### src/rtl/cu33_pkg.sv
// Shared defaults and fetch FSM encoding for the IFM fetch slice.
package cu33_pkg;

  localparam int IFM_DW = 8;
  localparam int IFM_AW = 12;
  localparam int IFM_LW = 7;

  typedef enum logic [1:0] {
    ST_IDLE  = 2'd0,
    ST_FETCH = 2'd1,
    ST_DRAIN = 2'd2,
    ST_DONE  = 2'd3
  } fetch_state_e;

endpackage

### src/rtl/ifm_fetch_if.sv
// Job control, SRAM read port and IFM column output of the fetch block.
interface ifm_fetch_if
  import cu33_pkg::*;
#(
  parameter int DW = IFM_DW,
  parameter int AW = IFM_AW,
  parameter int LW = IFM_LW
) ();

  logic                 start;
  logic [AW-1:0]        cfg_base;
  logic [LW-1:0]        cfg_w;
  logic [LW-1:0]        cfg_h;
  logic                 stall;
  logic                 sram_en;
  logic [AW-1:0]        sram_addr;
  logic signed [DW-1:0] sram_rdata;
  logic signed [DW-1:0] ifm_row0;
  logic signed [DW-1:0] ifm_row1;
  logic signed [DW-1:0] ifm_row2;
  logic                 ifm_read;
  logic                 win_valid;
  logic                 busy;
  logic                 done;

  // Fetch block side.
  modport master (
    input  start, cfg_base, cfg_w, cfg_h, stall, sram_rdata,
    output sram_en, sram_addr, ifm_row0, ifm_row1, ifm_row2,
           ifm_read, win_valid, busy, done
  );

  // Controller / SRAM / consumer side.
  modport slave (
    output start, cfg_base, cfg_w, cfg_h, stall, sram_rdata,
    input  sram_en, sram_addr, ifm_row0, ifm_row1, ifm_row2,
           ifm_read, win_valid, busy, done
  );

endinterface

### src/rtl/ifm_addr_gen.sv
// Walks the 3-row band column by column; addresses come from running
// pointers (row start, k*W offset) so no multiplier is needed.
module ifm_addr_gen
  import cu33_pkg::*;
#(
  parameter int AW = IFM_AW,
  parameter int LW = IFM_LW
) (
  input  logic          clk,
  input  logic          rstn,
  input  logic          load,
  input  logic          adv,
  input  logic [AW-1:0] base,
  input  logic [LW-1:0] w,
  input  logic [LW-1:0] h,
  output logic [AW-1:0] addr,
  output logic [1:0]    k,
  output logic [LW-1:0] col,
  output logic          last
);

  logic [AW-1:0] row_ptr_r;
  logic [AW-1:0] koff_r;
  logic [LW-1:0] row_r;
  logic [LW-1:0] col_r;
  logic [1:0]    k_r;
  logic [AW-1:0] w_ext_s;
  logic          col_end_s;

  assign w_ext_s   = AW'(w);
  assign col_end_s = (col_r == (w - LW'(1)));
  assign addr      = row_ptr_r + koff_r + AW'(col_r);
  assign k         = k_r;
  assign col       = col_r;
  assign last      = (row_r == (h - LW'(3))) && col_end_s && (k_r == 2'd2);

  // Counter and pointer update: k fastest, then column, then band row.
  always_ff @(posedge clk or negedge rstn) begin
    if (!rstn) begin
      row_ptr_r <= '0;
      koff_r    <= '0;
      row_r     <= '0;
      col_r     <= '0;
      k_r       <= 2'd0;
    end else if (load) begin
      row_ptr_r <= base;
      koff_r    <= '0;
      row_r     <= '0;
      col_r     <= '0;
      k_r       <= 2'd0;
    end else if (adv) begin
      if (k_r == 2'd2) begin
        k_r    <= 2'd0;
        koff_r <= '0;
        if (col_end_s) begin
          col_r     <= '0;
          row_r     <= row_r + LW'(1);
          row_ptr_r <= row_ptr_r + w_ext_s;
        end else begin
          col_r <= col_r + LW'(1);
        end
      end else begin
        k_r    <= k_r + 2'd1;
        koff_r <= koff_r + w_ext_s;
      end
    end
  end

endmodule

### src/rtl/ifm_fetch.sv
// Fetches 3-row IFM columns from SRAM and presents them as one strobed
// column per three reads, flagging when a full 3x3 window is available.
module ifm_fetch
  import cu33_pkg::*;
#(
  parameter int DW = IFM_DW,
  parameter int AW = IFM_AW,
  parameter int LW = IFM_LW
) (
  input logic         clk,
  input logic         rstn,
  ifm_fetch_if.master bus
);

  function automatic logic dims_ok(input logic [LW-1:0] w, input logic [LW-1:0] h);
    return (w >= LW'(3)) && (h >= LW'(3));
  endfunction

  fetch_state_e         state_r;
  fetch_state_e         state_nxt_s;
  logic                 load_s;
  logic                 adv_s;
  logic                 sram_en_s;
  logic [LW-1:0]        cfg_w_r;
  logic [LW-1:0]        cfg_h_r;
  logic [AW-1:0]        addr_s;
  logic [1:0]           k_s;
  logic [LW-1:0]        col_s;
  logic                 last_s;
  logic                 rd_vld_r;
  logic [1:0]           rd_k_r;
  logic                 rd_win_r;
  logic                 k2_vld_s;
  logic signed [DW-1:0] stage0_r;
  logic signed [DW-1:0] stage1_r;
  logic signed [DW-1:0] row0_r;
  logic signed [DW-1:0] row1_r;
  logic signed [DW-1:0] row2_r;
  logic                 read_r;
  logic                 win_r;
  logic                 busy_r;
  logic                 done_r;

  ifm_addr_gen #(.AW(AW), .LW(LW)) u_addr_gen (
    .clk  (clk),
    .rstn (rstn),
    .load (load_s),
    .adv  (adv_s),
    .base (bus.cfg_base),
    .w    (cfg_w_r),
    .h    (cfg_h_r),
    .addr (addr_s),
    .k    (k_s),
    .col  (col_s),
    .last (last_s)
  );

  assign k2_vld_s = rd_vld_r && (rd_k_r == 2'd2);

  // State register plus job-level status flags.
  always_ff @(posedge clk or negedge rstn) begin
    if (!rstn) begin
      state_r <= ST_IDLE;
      busy_r  <= 1'b0;
      done_r  <= 1'b0;
    end else begin
      state_r <= state_nxt_s;
      busy_r  <= (state_nxt_s != ST_IDLE);
      done_r  <= (state_r == ST_DONE);
    end
  end

  // Next-state and read-issue decode; start outside IDLE is ignored.
  always_comb begin
    state_nxt_s = state_r;
    load_s      = 1'b0;
    adv_s       = 1'b0;
    sram_en_s   = 1'b0;
    case (state_r)
      ST_IDLE: begin
        if (bus.start) begin
          load_s = 1'b1;
          if (dims_ok(bus.cfg_w, bus.cfg_h)) begin
            state_nxt_s = ST_FETCH;
          end else begin
            state_nxt_s = ST_DONE;
          end
        end else begin
          state_nxt_s = ST_IDLE;
        end
      end
      ST_FETCH: begin
        if (!bus.stall) begin
          sram_en_s = 1'b1;
          adv_s     = 1'b1;
          if (last_s) begin
            state_nxt_s = ST_DRAIN;
          end else begin
            state_nxt_s = ST_FETCH;
          end
        end else begin
          state_nxt_s = ST_FETCH;
        end
      end
      ST_DRAIN: begin
        if (k2_vld_s) begin
          state_nxt_s = ST_DONE;
        end else begin
          state_nxt_s = ST_DRAIN;
        end
      end
      ST_DONE: begin
        state_nxt_s = ST_IDLE;
      end
      default: begin
        state_nxt_s = ST_IDLE;
      end
    endcase
  end

  // Job geometry is frozen at start so mid-job cfg changes have no effect.
  always_ff @(posedge clk or negedge rstn) begin
    if (!rstn) begin
      cfg_w_r <= '0;
      cfg_h_r <= '0;
    end else if (load_s) begin
      cfg_w_r <= bus.cfg_w;
      cfg_h_r <= bus.cfg_h;
    end
  end

  // Read-return pipeline: the tag travels one cycle with the SRAM latency.
  always_ff @(posedge clk or negedge rstn) begin
    if (!rstn) begin
      rd_vld_r <= 1'b0;
      rd_k_r   <= 2'd0;
      rd_win_r <= 1'b0;
      stage0_r <= '0;
      stage1_r <= '0;
      row0_r   <= '0;
      row1_r   <= '0;
      row2_r   <= '0;
      read_r   <= 1'b0;
      win_r    <= 1'b0;
    end else begin
      rd_vld_r <= sram_en_s;
      rd_k_r   <= k_s;
      rd_win_r <= (col_s >= LW'(2));
      read_r   <= k2_vld_s;
      win_r    <= k2_vld_s && rd_win_r;
      if (rd_vld_r) begin
        case (rd_k_r)
          2'd0: stage0_r <= bus.sram_rdata;
          2'd1: stage1_r <= bus.sram_rdata;
          2'd2: begin
            row0_r <= stage0_r;
            row1_r <= stage1_r;
            row2_r <= bus.sram_rdata;
          end
          default: begin
            stage0_r <= stage0_r;
          end
        endcase
      end
    end
  end

  assign bus.sram_en   = sram_en_s;
  assign bus.sram_addr = addr_s;
  assign bus.ifm_row0  = row0_r;
  assign bus.ifm_row1  = row1_r;
  assign bus.ifm_row2  = row2_r;
  assign bus.ifm_read  = read_r;
  assign bus.win_valid = win_r;
  assign bus.busy      = busy_r;
  assign bus.done      = done_r;

endmodule
### src/flat_wrapper.sv
// flat-port wrapper written by rule: the top's interface ports become plain ports
module ifm_fetch_flat import cu33_pkg::*;
#(
  parameter int DW = IFM_DW,
  parameter int AW = IFM_AW,
  parameter int LW = IFM_LW
)
  (clk, rstn, bus_start, bus_cfg_base, bus_cfg_w, bus_cfg_h, bus_stall, bus_sram_rdata, bus_sram_en, bus_sram_addr, bus_ifm_row0, bus_ifm_row1, bus_ifm_row2, bus_ifm_read, bus_win_valid, bus_busy, bus_done);
  ifm_fetch_if #(.DW(DW), .AW(AW), .LW(LW)) bus_i ();
  input logic clk;
  input logic rstn;
  input wire logic [$bits(bus_i.start)-1:0] bus_start;
  input wire logic [$bits(bus_i.cfg_base)-1:0] bus_cfg_base;
  input wire logic [$bits(bus_i.cfg_w)-1:0] bus_cfg_w;
  input wire logic [$bits(bus_i.cfg_h)-1:0] bus_cfg_h;
  input wire logic [$bits(bus_i.stall)-1:0] bus_stall;
  input wire logic [$bits(bus_i.sram_rdata)-1:0] bus_sram_rdata;
  output wire logic [$bits(bus_i.sram_en)-1:0] bus_sram_en;
  output wire logic [$bits(bus_i.sram_addr)-1:0] bus_sram_addr;
  output wire logic [$bits(bus_i.ifm_row0)-1:0] bus_ifm_row0;
  output wire logic [$bits(bus_i.ifm_row1)-1:0] bus_ifm_row1;
  output wire logic [$bits(bus_i.ifm_row2)-1:0] bus_ifm_row2;
  output wire logic [$bits(bus_i.ifm_read)-1:0] bus_ifm_read;
  output wire logic [$bits(bus_i.win_valid)-1:0] bus_win_valid;
  output wire logic [$bits(bus_i.busy)-1:0] bus_busy;
  output wire logic [$bits(bus_i.done)-1:0] bus_done;
  assign bus_i.start = bus_start;
  assign bus_i.cfg_base = bus_cfg_base;
  assign bus_i.cfg_w = bus_cfg_w;
  assign bus_i.cfg_h = bus_cfg_h;
  assign bus_i.stall = bus_stall;
  assign bus_i.sram_rdata = bus_sram_rdata;
  assign bus_sram_en = bus_i.sram_en;
  assign bus_sram_addr = bus_i.sram_addr;
  assign bus_ifm_row0 = bus_i.ifm_row0;
  assign bus_ifm_row1 = bus_i.ifm_row1;
  assign bus_ifm_row2 = bus_i.ifm_row2;
  assign bus_ifm_read = bus_i.ifm_read;
  assign bus_win_valid = bus_i.win_valid;
  assign bus_busy = bus_i.busy;
  assign bus_done = bus_i.done;
  ifm_fetch #(.DW(DW), .AW(AW), .LW(LW)) u_core (.clk(clk), .rstn(rstn), .bus(bus_i));
endmodule
### config.mk
export PLATFORM = sky130hd
export DESIGN_NAME = ifm_fetch_flat
export DESIGN_NICKNAME = d
export VERILOG_FILES = /design/src/rtl/cu33_pkg.sv /design/src/rtl/ifm_fetch_if.sv /design/src/rtl/ifm_addr_gen.sv /design/src/rtl/ifm_fetch.sv /design/src/flat_wrapper.sv
export SDC_FILE = /design/constraint.sdc
export NUM_CORES = 1
export LEC_CHECK = 0
export CAP_MARGIN = 0
export CELL_PAD_IN_SITES_DETAIL_PLACEMENT = 2
export CELL_PAD_IN_SITES_GLOBAL_PLACEMENT = 2
export CORE_AREA = 2 2 120 210
export DETAILED_ROUTE_END_ITERATION = 8
export DIE_AREA = 0 0 122 212
export GPL_TIMING_DRIVEN = 0
export PLACE_DENSITY_LB_ADDON = 0.08
export RECOVER_POWER = 25
export SYNTH_ARGS = -nofsm -noshare
export SYNTH_HDL_FRONTEND = slang
export SYNTH_SLANG_ARGS = --single-unit
### constraint.sdc
create_clock -name clk -period 3.65 [get_ports clk]
set_input_delay 0.73 -clock clk [delete_from_list [all_inputs] [get_ports clk]]
set_output_delay 0.73 -clock clk [all_outputs]
set_load 0.005 [all_outputs]
==> results of run 1 <==
[routing by layer]
layer / vias to the layer above / GRT usage, % / wire length [um]
li1: 2415 / - / -
met5: - / 0 / 0
met2: 68 / 33.3 / 12100
met1: 2601 / 16.5 / 7260
met4: 0 / 4.99 / 391
met3: 22 / 2.41 / 459
[registers in the layout, summed over array words and instances, names as in the netlist]
name and count:
u_core.cfg_w_r 7, u_core.bus.ifm_row2 8, u_core.u_addr_gen.row_r 7, u_core.bus.ifm_row1 8
u_core.bus.ifm_read 1, u_core.rd_vld_r 1, u_core.bus.busy 1, u_core.bus.ifm_row0 8
u_core.rd_k_r 2, u_core.u_addr_gen.col 7, u_core.bus.done 1, u_core.u_addr_gen.row_ptr_r 12
u_core.rd_win_r 1, u_core.cfg_h_r 7, u_core.stage1_r 8, u_core.stage0_r 8
u_core.u_addr_gen.k 2, u_core.u_addr_gen.koff_r 12, u_core.state_r 2, u_core.bus.win_valid 1
[timing repair]
action                                  in CTS  in global routing
endpoints found under the hold margin        0                  0
endpoints found under the setup margin       7                  5
buffers inserted                             6                  6
pin swaps                                   10                 11
resized for setup                           36                 14
gates cloned                                 0                  0
[power breakdown]
group | internal [uW] | switching, uW | leakage [uW]
combinational | 1370 | 1190 | 0.00198
sequential | 1530 | 355 | 0.00131
clock | 473 | 498 | 0.000138
[path summary, 6_finish.rpt]
path,start,end,slack (ns),depth (start not counted)
worst max-delay path,u_core.u_addr_gen.row_ptr_r[1],bus_sram_addr[11],-0.24,13
worst min-delay path,u_core.u_addr_gen.k[1],u_core.rd_k_r[1],0.43,0
worst max register to register,u_core.cfg_w_r[1],u_core.u_addr_gen.row_ptr_r[4],0.23,11
worst min register to register,u_core.u_addr_gen.k[1],u_core.rd_k_r[1],0.43,0
max in group asynchronous,rstn,u_core.bus.ifm_row0[5],0.31,2
min in group asynchronous,rstn,u_core.bus.ifm_row0[7],1.31,1
[cell type report]
type,instances,area [um2],area share (%)
buffer,24,103,1.35
clock buffer,9,225,2.97
clock inverter,7,55.1,0.726
inverter,19,71.3,0.940
multi-input combinational,493,3290,43.3
sequential,104,2610,34.4
tap,312,390,5.15
timing repair buffer,90,842,11.1
[layout by cell type (no fill, tap or decap), types with 11 or more instances in the layout]
cell type and n:
xnor2_1 19, mux2_2 16, clkdlybuf4s50_1 70, a21oi_1 29, ha_1 31, buf_4 11
xor2_1 20, nor2_1 31, nand3_1 14, dfrtp_1 97, o21ai_0 33, clkbuf_1 14
nand2_1 156, inv_1 17
[stage by stage]
stage               cells  utilization [%]
floorplan             640                -
global placement     1030             29.5
detailed placement   1031             29.7
CTS                  1053             31.1
global route         1058             31.3
finish               1058             31.3
[worst max-delay path: cells and delay by family (launching register included)]
family / cells / cell delay (ns)
DFF: 1 / 0.44
and+or+nand+nor: 3 / 0.60
buffers and inverters: 3 / 0.32
adders and majority gates: 3 / 0.96
AOI/OAI and AO/OA: 4 / 0.47
[kinds of logic after synthesis]
kind of cell | Yosys count
xor+xnor | 41
simple gates | 265
compound gates | 123
flops | 104
mux | 21
buf+inv | 43
fa+ha+maj | 43
==> impl_metrics.toml, run 1 <==
[logic_synthesis]
synth_compound_area_share_pct = 13.1
ys_ff_latch = 104
synth_fp_nets = 721
synth_mux_area_share_pct = 3.85
synth_edf_count = 0
yosys_most_used_dff = "dfrtp_1"
avgSynthCellArea_um2 = 9.35
synthDistinctLibCells = 64
yosys-top-cells-count = "nand2_1 (156), dfrtp_1 (104), o21ai_0 (35), ha_1 (33)"
synth_top_family_by_area = "simple AND/OR/NAND/NOR gates"
synth_fa_ha_area_share_pct = 10.2
synth.most_common_cell = "nand2_1"
ys_seq_area_share_pct = 43.5
yosys.area_share.xor_xnor_pct = 6.23
ys_top_cells_by_area = "dfrtp_1 (43%), nand2_1 (9.8%), ha_1 (6.9%)"
netlist_area_mm2 = 0.00599
async_flop_share_pct = 100
yosysTopAreaCell = "dfrtp_1"
synth-simple-area-share_pct = 20.2
yosysWarningCount = 0
synth.top_cell.area_share_pct = 43.5
postSynthCellCount = 640

[critical_path]
crit_path_frequent_cell = "o21ai_2"
worst_setup_path_end_kind = "primary output"
crit_chain = "fa_1, ha_2, inv_2, fa_2, nor2b_2, o21ai_2, a21boi_2, o21ai_2, a21oi_2, buf_4, or4_4, nand3_2, buf_2"
worstSetupStartpointType = "flip-flop"
critPathRequiredTime_ns = 2.92
cp_slowest_cell = "fa_1"
crit_type = "flip-flop to primary output"
cp_max_fo = 3
cp_data_arrival_time_ns = 3.16
critical_path.max_stage_delay_ns = 0.52

[timing]
final.setup.tns_ns = -0.311
slew-limit-headroom_pct = -71.3
setup_ws_ns = -0.239
grt_setup_unrepaired = "true"
hold_viol_final = 0
setup_viol = 3
whs_ns = 0.434
finalCritPeriodShare_pct = 107
fmax_mhz = 257
worstMarginPinSlew_ns = 2.57
fin_crit_ns = 3.89
fin_skew_ns = 0.00856
slew_violations = 52

[cts]
cts_hold_buffers = 0
numCtsBuffers = 9
path_clk_slew_ns = 0.08
h-tree-depth = 3
ctsRootBufferMaster = "clkbuf_16"
cts.sinks = 104
cts_tree = "done"
clk_latency_ns = 0.36
clk_path_buf_depth = 2

[outcome]
violations = "max-capacitance violations, max-slew violations, negative setup slack"
outcome = "finished, violations left"

[global_routing]
grt_pass1_vias = 5792
grt_overflow_total = 0
grt_antenna_before_repair = 0
grt_pass1_wl_mm = 32.1
grt_usage_pct = 16.4
grt_start_max_net_pins = 55

[drt]
first_pass_iters = 4
wl_mm = 20.2
wl_per_cell_um = 19.1
vias = 5106
drc = 0
drtIter0Drc = 125
ant_nets = 0
via_per_inst = 4.83

[cells_and_area]
final_cell_area_mm2 = 0.00759
drive_gt1_share_pct = 11.7
fillCellCount = 2752
areaGrowthSynthToFinish_pct = 26.7
fin_nets = 822
diodes = 0

[floorplan]
num_rows = 76
io_pins = 79
die-area_mm2 = 0.0259
die_h_um = 212
die_x_um = 122
initial_core_util_pct = 24.7
core_mm2 = 0.0242

[placed_design]
dp_slack_ns = -0.631
numPortBuffers = 78
placedInstanceArea_mm2 = 0.00719
place.detailed.hpwl_mm = 15.8
place_congestion = 0.784

[min_path]
hold_class = "flip-flop to flip-flop"

[power]
ir_drop_mv = 0.238
p_per_area_mw_per_mm2 = 714
p_leak_uw = 0.00343
power_uw = 5420

[run]
cap_violations = 1
(Power assumes the default switching activity.)
==> inputs of run 2 (changes only) <==
- CTS_CLUSTER_DIAMETER: unset -> 50
==> results of run 2 <==
No change in the layout: final DEF, timing and power equal those of run 1.
